**config.mk**
```make
export PLATFORM = sky130hd
export DESIGN_NAME = audio_i2s_tx
export DESIGN_NICKNAME = d
export VERILOG_FILES = /design/src/rtl/audio_pkg.sv /design/src/rtl/audio_sample_fifo.sv /design/src/rtl/audio_i2s_tx.sv
export SDC_FILE = /design/constraint.sdc
export NUM_CORES = 1
export LEC_CHECK = 0
export BUFFER_PORTS_ARGS = -buffer_cell sky130_fd_sc_hd__clkbuf_2
export CORE_MARGIN = 2
export CORE_UTILIZATION = 61
export DETAILED_ROUTE_END_ITERATION = 12
export GPL_TIMING_DRIVEN = 0
export PLACE_DENSITY = 0.79
export SKIP_LAST_GASP = 1
export SYNTH_ARGS = -nofsm -noshare
export SYNTH_HDL_FRONTEND = slang
export SYNTH_HIERARCHICAL = 1
export SYNTH_SLANG_ARGS = --single-unit
```
**constraint.sdc**
```tcl
create_clock -name clk -period 6.2 [get_ports clk]
set_input_delay 0 -clock clk [delete_from_list [all_inputs] [get_ports clk]]
set_output_delay 0 -clock clk [all_outputs]
set_load 0.05 [all_outputs]
```
**src/rtl/audio_pkg.sv**
```systemverilog
// Shared audio types and frame geometry for the I2S transmit path.
//   SAMPLE_W     : width of one mono audio sample
//   FRAME_SLOTS  : bclk slots per stereo frame (L word + R word)
//   SLOT_W       : width of the slot counter
//   audio_sample_t : signed sample as produced by the FIR decimator
//   frame_word_t   : one full stereo frame as shifted out on sdata
//   stereo_word()  : duplicate a mono sample into both channels
package audio_pkg;

  localparam int SAMPLE_W    = 16;
  localparam int FRAME_SLOTS = 2 * SAMPLE_W;
  localparam int SLOT_W      = $clog2(FRAME_SLOTS);

  typedef logic signed [SAMPLE_W-1:0] audio_sample_t;
  typedef logic [FRAME_SLOTS-1:0]     frame_word_t;

  // Mono to stereo: left word first (MSB side), right word second.
  function automatic frame_word_t stereo_word(input audio_sample_t s);
    return {s, s};
  endfunction

endpackage

```
**src/rtl/audio_sample_fifo.sv**
```systemverilog
// Synchronous sample FIFO between the decimation filter and the I2S shifter.
// Pointers wrap modulo FIFO_DEPTH (power of two). A pop frees its entry in
// the same cycle, so a push against a full FIFO is accepted when a pop
// happens alongside it. A pop against an empty FIFO never bypasses the
// incoming push: the pushed sample is simply stored.
// Ports:
//   clk, reset  : clock, asynchronous active-high reset (empties the FIFO)
//   push        : write request, push_data is the sample to store
//   pop         : read request, head is the oldest stored sample
//   full, empty : occupancy status
//   level       : number of stored entries (0..FIFO_DEPTH)
//   push_ok     : the push in this cycle is being stored
//   pop_ok      : the pop in this cycle removes head
module audio_sample_fifo
  import audio_pkg::*;
#(
  parameter  int FIFO_DEPTH = 8,
  localparam int LVL_W      = $clog2(FIFO_DEPTH + 1),
  localparam int PTR_W      = $clog2(FIFO_DEPTH)
) (
  input  logic             clk,
  input  logic             reset,
  input  logic             push,
  input  audio_sample_t    push_data,
  input  logic             pop,
  output audio_sample_t    head,
  output logic             full,
  output logic             empty,
  output logic [LVL_W-1:0] level,
  output logic             push_ok,
  output logic             pop_ok
);

  audio_sample_t    mem [FIFO_DEPTH];
  logic [PTR_W-1:0] wr_ptr;
  logic [PTR_W-1:0] rd_ptr;

  assign full    = (level == LVL_W'(FIFO_DEPTH));
  assign empty   = (level == '0);
  assign pop_ok  = pop & ~empty;
  // Pop is resolved first, so a full FIFO with a concurrent pop has room.
  assign push_ok = push & (~full | pop_ok);
  assign head    = mem[rd_ptr];

  always_ff @(posedge clk or posedge reset) begin
    if (reset) begin
      wr_ptr <= '0;
      rd_ptr <= '0;
      level  <= '0;
    end else begin
      if (push_ok) wr_ptr <= wr_ptr + PTR_W'(1);
      if (pop_ok)  rd_ptr <= rd_ptr + PTR_W'(1);
      level <= level + LVL_W'(push_ok) - LVL_W'(pop_ok);
    end
  end

  // Storage carries data only; emptiness is tracked by the pointers/level.
  always_ff @(posedge clk) begin
    if (push_ok) mem[wr_ptr] <= push_data;
  end

endmodule

```
**src/rtl/audio_i2s_tx.sv**
```systemverilog
// I2S transmitter fed by the FIR decimation filter.
// Each sample_valid strobe pushes one mono sample into a small FIFO. The
// transmitter runs a free-running bit clock (BCLK_DIV clk per half period)
// and a frame of FRAME_SLOTS slots; on entry to slot 0 it pops one sample
// and sends it on both channels, MSB first, one bclk after the lrck edge.
// When the FIFO is empty at a pop the previous sample is repeated.
// Ports:
//   clk, reset    : system clock, asynchronous active-high reset
//   sample_in     : signed sample, qualified by sample_valid
//   sample_valid  : one-cycle push strobe
//   clear_flags   : synchronous clear of the sticky flags (a new event wins)
//   i2s_bclk      : bit clock
//   i2s_lrck      : word select, 0 = left, 1 = right
//   i2s_sdata     : serial data, updated on bclk falling edges
//   fifo_level    : samples currently buffered
//   overflow      : sticky, a push arrived while full and was dropped
//   underflow     : sticky, a pop happened while empty
module audio_i2s_tx
  import audio_pkg::*;
#(
  parameter  int FIFO_DEPTH = 8,
  parameter  int BCLK_DIV   = 6,
  localparam int LVL_W      = $clog2(FIFO_DEPTH + 1),
  localparam int DIV_W      = $clog2(BCLK_DIV)
) (
  input  logic                       clk,
  input  logic                       reset,
  input  logic signed [SAMPLE_W-1:0] sample_in,
  input  logic                       sample_valid,
  input  logic                       clear_flags,
  output logic                       i2s_bclk,
  output logic                       i2s_lrck,
  output logic                       i2s_sdata,
  output logic [LVL_W-1:0]           fifo_level,
  output logic                       overflow,
  output logic                       underflow
);

  logic [DIV_W-1:0]  div;
  logic              div_tc;
  logic              fall_evt;
  logic [SLOT_W-1:0] slot;
  logic [SLOT_W-1:0] slot_nxt;
  frame_word_t       shreg;
  audio_sample_t     last_sample;
  audio_sample_t     fifo_head;
  audio_sample_t     tx_sample;
  logic              pop_req;
  logic              fifo_full;
  logic              fifo_empty;
  logic              push_ok;
  logic              pop_ok;
  logic              ovf_evt;
  logic              unf_evt;

  audio_sample_fifo #(
    .FIFO_DEPTH (FIFO_DEPTH)
  ) u_fifo (
    .clk       (clk),
    .reset     (reset),
    .push      (sample_valid),
    .push_data (sample_in),
    .pop       (pop_req),
    .head      (fifo_head),
    .full      (fifo_full),
    .empty     (fifo_empty),
    .level     (fifo_level),
    .push_ok   (push_ok),
    .pop_ok    (pop_ok)
  );

  // ---- bit clock divider ----
  assign div_tc   = (div == DIV_W'(BCLK_DIV - 1));
  // A falling bclk edge is the terminal count while bclk is high.
  assign fall_evt = div_tc & i2s_bclk;

  always_ff @(posedge clk or posedge reset) begin
    if (reset) begin
      div      <= '0;
      i2s_bclk <= 1'b0;
    end else if (div_tc) begin
      div      <= '0;
      i2s_bclk <= ~i2s_bclk;
    end else begin
      div <= div + DIV_W'(1);
    end
  end

  // ---- slot sequencing and FIFO pop ----
  always_comb begin
    slot_nxt = slot + SLOT_W'(1);
    if (slot == SLOT_W'(FRAME_SLOTS - 1)) slot_nxt = '0;
  end

  assign pop_req   = fall_evt & (slot_nxt == '0);
  // Empty FIFO at pop time: repeat the last sample that was sent.
  assign tx_sample = pop_ok ? fifo_head : last_sample;

  // ---- serialiser ----
  // sdata always takes the current shreg MSB, so slot 0 still carries the
  // previous frame's right-channel LSB before the new word takes effect.
  always_ff @(posedge clk or posedge reset) begin
    if (reset) begin
      slot        <= '0;
      i2s_lrck    <= 1'b0;
      i2s_sdata   <= 1'b0;
      shreg       <= '0;
      last_sample <= '0;
    end else if (fall_evt) begin
      slot      <= slot_nxt;
      i2s_lrck  <= (slot_nxt >= SLOT_W'(SAMPLE_W));
      i2s_sdata <= shreg[FRAME_SLOTS-1];
      if (pop_req) begin
        shreg <= stereo_word(tx_sample);
        if (pop_ok) last_sample <= fifo_head;
      end else begin
        shreg <= shreg << 1;
      end
    end
  end

  // ---- sticky error flags ----
  assign ovf_evt = sample_valid & fifo_full & ~pop_ok;
  assign unf_evt = pop_req & fifo_empty;

  always_ff @(posedge clk or posedge reset) begin
    if (reset) begin
      overflow  <= 1'b0;
      underflow <= 1'b0;
    end else begin
      if (ovf_evt)          overflow <= 1'b1;
      else if (clear_flags) overflow <= 1'b0;
      if (unf_evt)          underflow <= 1'b1;
      else if (clear_flags) underflow <= 1'b0;
    end
  end

endmodule

```
==> results.cfg <==
[final_layout]
final_area_mm2 = 0.00974
diodes = 0
layout.nets = 634
fin_util_pct = 73.0
drive_gt1_share_pct = 25.2
area_growth_pct = 15.6

[timing]
rsz0062_at_grt = no
fin_crit_sh_pct = 64.4
clock_skew_ps = 9.60
setup-tns-final_ps = 0
slew-limit-headroom_pct = 33.8
period_needed_ps = 3990
worstMarginPinSlew_ps = 988
max_freq_mhz = 251
setup_viol = 0
drv_slew = 0
hold_viol = 0

[floorplan]
die_w_um = 122
io_pins = 29
die-area_mm2 = 0.0148
coreArea_mm2 = 0.0133
start_util_pct = 63.1
core.rowCount = 42
die_h_um = 122

[grt]
gr-usage-met3_pct = 6.16
use_met1_pct = 30.5
grt_pass1_vias = 4970
track_usage_pct = 24.2
grt_use_met2_pct = 40.8
grt_overflow = 0
grt_pass1_wl_mm = 26.1
busiest_layer = met2
grt_max_degree = 44
antenna_found_initial = 0

[cts]
root_buffer = clkbuf_16
post_cts_buffers = 0
clock_path_buffers = 2
cts_sinks = 199
cts_inserted_buffers = 17
path_clk_slew_ps = 70
ctsResizeCount = 0
cts_tree = built
htreeDepth = 4
clk_latency_ps = 440

[critical_path]
reg2reg_slack_ps = 2210
r2r-end = u_fifo/mem[6][1]
cp.required_ps = 6340
cp-startpoint = slot[0]
crit_path_end_kind = register
start_kind = register
r2r.worst_path.cells = 10
path_max_fanout = 10
crit_type = reg -> reg
cp.arrival_ps = 4140
crit_end = u_fifo/mem[6][1]
r2r_start = slot[0]

[routing]
wl_mm = 16.3
vias_per_cell = 5.90
dr.pass1.iters = 4
ant_nets = 0
drc = 0
drtIter0Drc = 470
num_vias = 4667
wl_per_cell_um = 20.5

[logic_synthesis]
syn_area_mm2 = 0.00843
ys_ff_latch = 199
syn_inst = 523
yosysWarnings = 6
ys_seq_area_share_pct = 66.7
synth_cell_types = 42
syn_nets = 555
syn_avg_cell_area_um2 = 16.1

[power_and_ir_drop]
p_switching_uw = 844
swShare_pct = 27.2
share_comb_of_total_power_pct = 13.7
p_seq_share_pct = 52.4
leakage_uw = 0.00375
p_int_uw = 2260
powerDensity_mw_per_mm2 = 319
peakVddDrop_mv = 0.316
clkPwrFrac_pct = 33.9

[flow_run]
cap_viol_max_count = 0

[placement]
placed_area_mm2 = 0.00897
hpwl_mm = 10.9
port_buffers = 28
gp_congestion = 0.809

[hold_path]
hp-class = in -> async

[outcome]
status = completed
[how the worst min path moves through the flow]
stage                  endpoint  cells after the start  slack (ps)   from
2_1_floorplan   u_fifo/level[0]                      1        -160  reset
3_3_place_gp    u_fifo/level[2]                      2         -10  reset
3_5_place_dp    u_fifo/level[3]                      2           9  reset
4_1_cts        u_fifo/rd_ptr[2]                      3          90  reset
5_1_grt        u_fifo/rd_ptr[0]                      3         140  reset
6_report       u_fifo/rd_ptr[1]                      3         100  reset
[state kept, by name, indices dropped and copies added (netlist names)]
signal and flops:
u_fifo/rd_ptr 3, u_fifo/level 4, slot 5, underflow 1, last_sample 16, overflow 1, shreg 32, u_fifo/wr_ptr 3
i2s_lrck 1, u_fifo/mem 128, i2s_bclk 1, i2s_sdata 1, div 3
[timing repair]
item | CTS | global route
hold buffers | 20 | 0
endpoints found under the setup margin | 0 | 0
endpoints found under the hold margin | 203 | 0
[layout by cell type (no fill, tap or decap), drive strengths merged, types with 6 or more instances in the layout]
| cell type | instances |
|---|---|
| edfxtp | 128 |
| nand2 | 83 |
| dfrtp | 71 |
| clkbuf | 59 |
| mux2 | 48 |
| o211ai | 33 |
| mux4 | 32 |
| buf | 29 |
| inv | 24 |
| dlygate4sd3 | 20 |
| nand4 | 17 |
| ha | 11 |
| o21ai | 7 |
| clkinv | 7 |
| nor2 | 6 |
[cells in the mapped netlist]
master	number	area (um2)
a22o_1	1	8.76
dfrtp_1	71	1780
nand2_1	83	312
inv_1	18	67.6
clkbuf_1	14	52.6
buf_4	1	7.51
o21ai_2	1	8.76
mux4_1	24	631
o21ai_0	6	30.0
xnor2_1	5	43.8
nand3_1	2	10.0
mux2_4	10	150
mux4_2	8	180
nand4_1	16	100
and3_1	2	12.5
nor4b_1	1	8.76
and2_0	1	6.26
o211ai_1	33	248
or3b_4	1	11.3
mux2_2	38	428
o2bb2ai_1	1	8.76
a21oi_4	1	16.3
nor2_1	5	18.8
fa_1	1	20.0
nor2_2	1	6.26
nor2b_1	2	12.5
ha_1	11	138
nor4_1	1	6.26
buf_1	3	11.3
a21o_1	2	15.0
nor3b_1	2	15.0
nand2b_1	3	18.8
a21oi_1	1	5.00
nor3_1	4	20.0
buf_2	8	40.0
xor2_1	3	26.3
nand3b_1	1	7.51
mux2i_1	2	20.0
edfxtp_1	128	3840
or2_2	1	6.26
buf_6	5	56.3
nand4_4	1	21.3
[per-layer routing]
| metal | wire length (um) | part of all wire [%] |
|---|---|---|
| met5 | 0 | 0 |
| met4 | 310 | 1.9 |
| met3 | 682 | 4.2 |
| met2 | 8550 | 53 |
| met1 | 6710 | 41 |
[power groups by stage]
stage	Clock [uW]	Combinational (uW)	Sequential (uW)
final	1050	426	1630
after global routing	1120	463	1640
after CTS	1070	430	1630
after detailed placement	0	409	1650
after global placement	0	348	1650
after floorplan	0	202	1690
[critical path: stages, from the launching register on]
cell and delay, ps:
dfrtp_1 430, ha_1 270, and3_1 210, ha_1 290, nand2b_1 180, a21oi_4 300
and3_1 350, nor2b_1 300, o211ai_1 240, nor3b_2 850, buf_8 250
[layout make-up]
cell class | instances | area, um2
inverters | 18 | 67.6
multi-input cells | 275 | 2610
clock inverters | 15 | 143
well taps | 176 | 220
plain buffers | 31 | 168
repair buffers | 60 | 488
flip-flops and latches | 199 | 5620
clock buffers | 17 | 425
fillers | 818 | 3610
[logic make-up (layout without fill, tap and decap cells)]
logic type | after synthesis | count (layout) | share of synthesized area, %
simple gates | 127 | 127 | 7.04
mux | 82 | 82 | 16.7
compound gates | 46 | 46 | 4.04
xor+xnor | 8 | 8 | 0.832
buf+inv | 49 | 141 | 2.79
fa+ha+maj | 12 | 12 | 1.87
flops | 199 | 199 | 66.7
[stage by stage]
step           cells  setup WS [ps]  hold WS, ps  total power, uW
4_1_cts          791           2250         88.2             3130
6_report         791           2210          101             3110
2_1_floorplan    523           1880         -160             1890
3_3_place_gp     727           79.2        -12.1             2000
3_5_place_dp     739           2300         8.57             2060
5_1_grt          791           2010          140             3220
(Power assumes the default switching activity.)
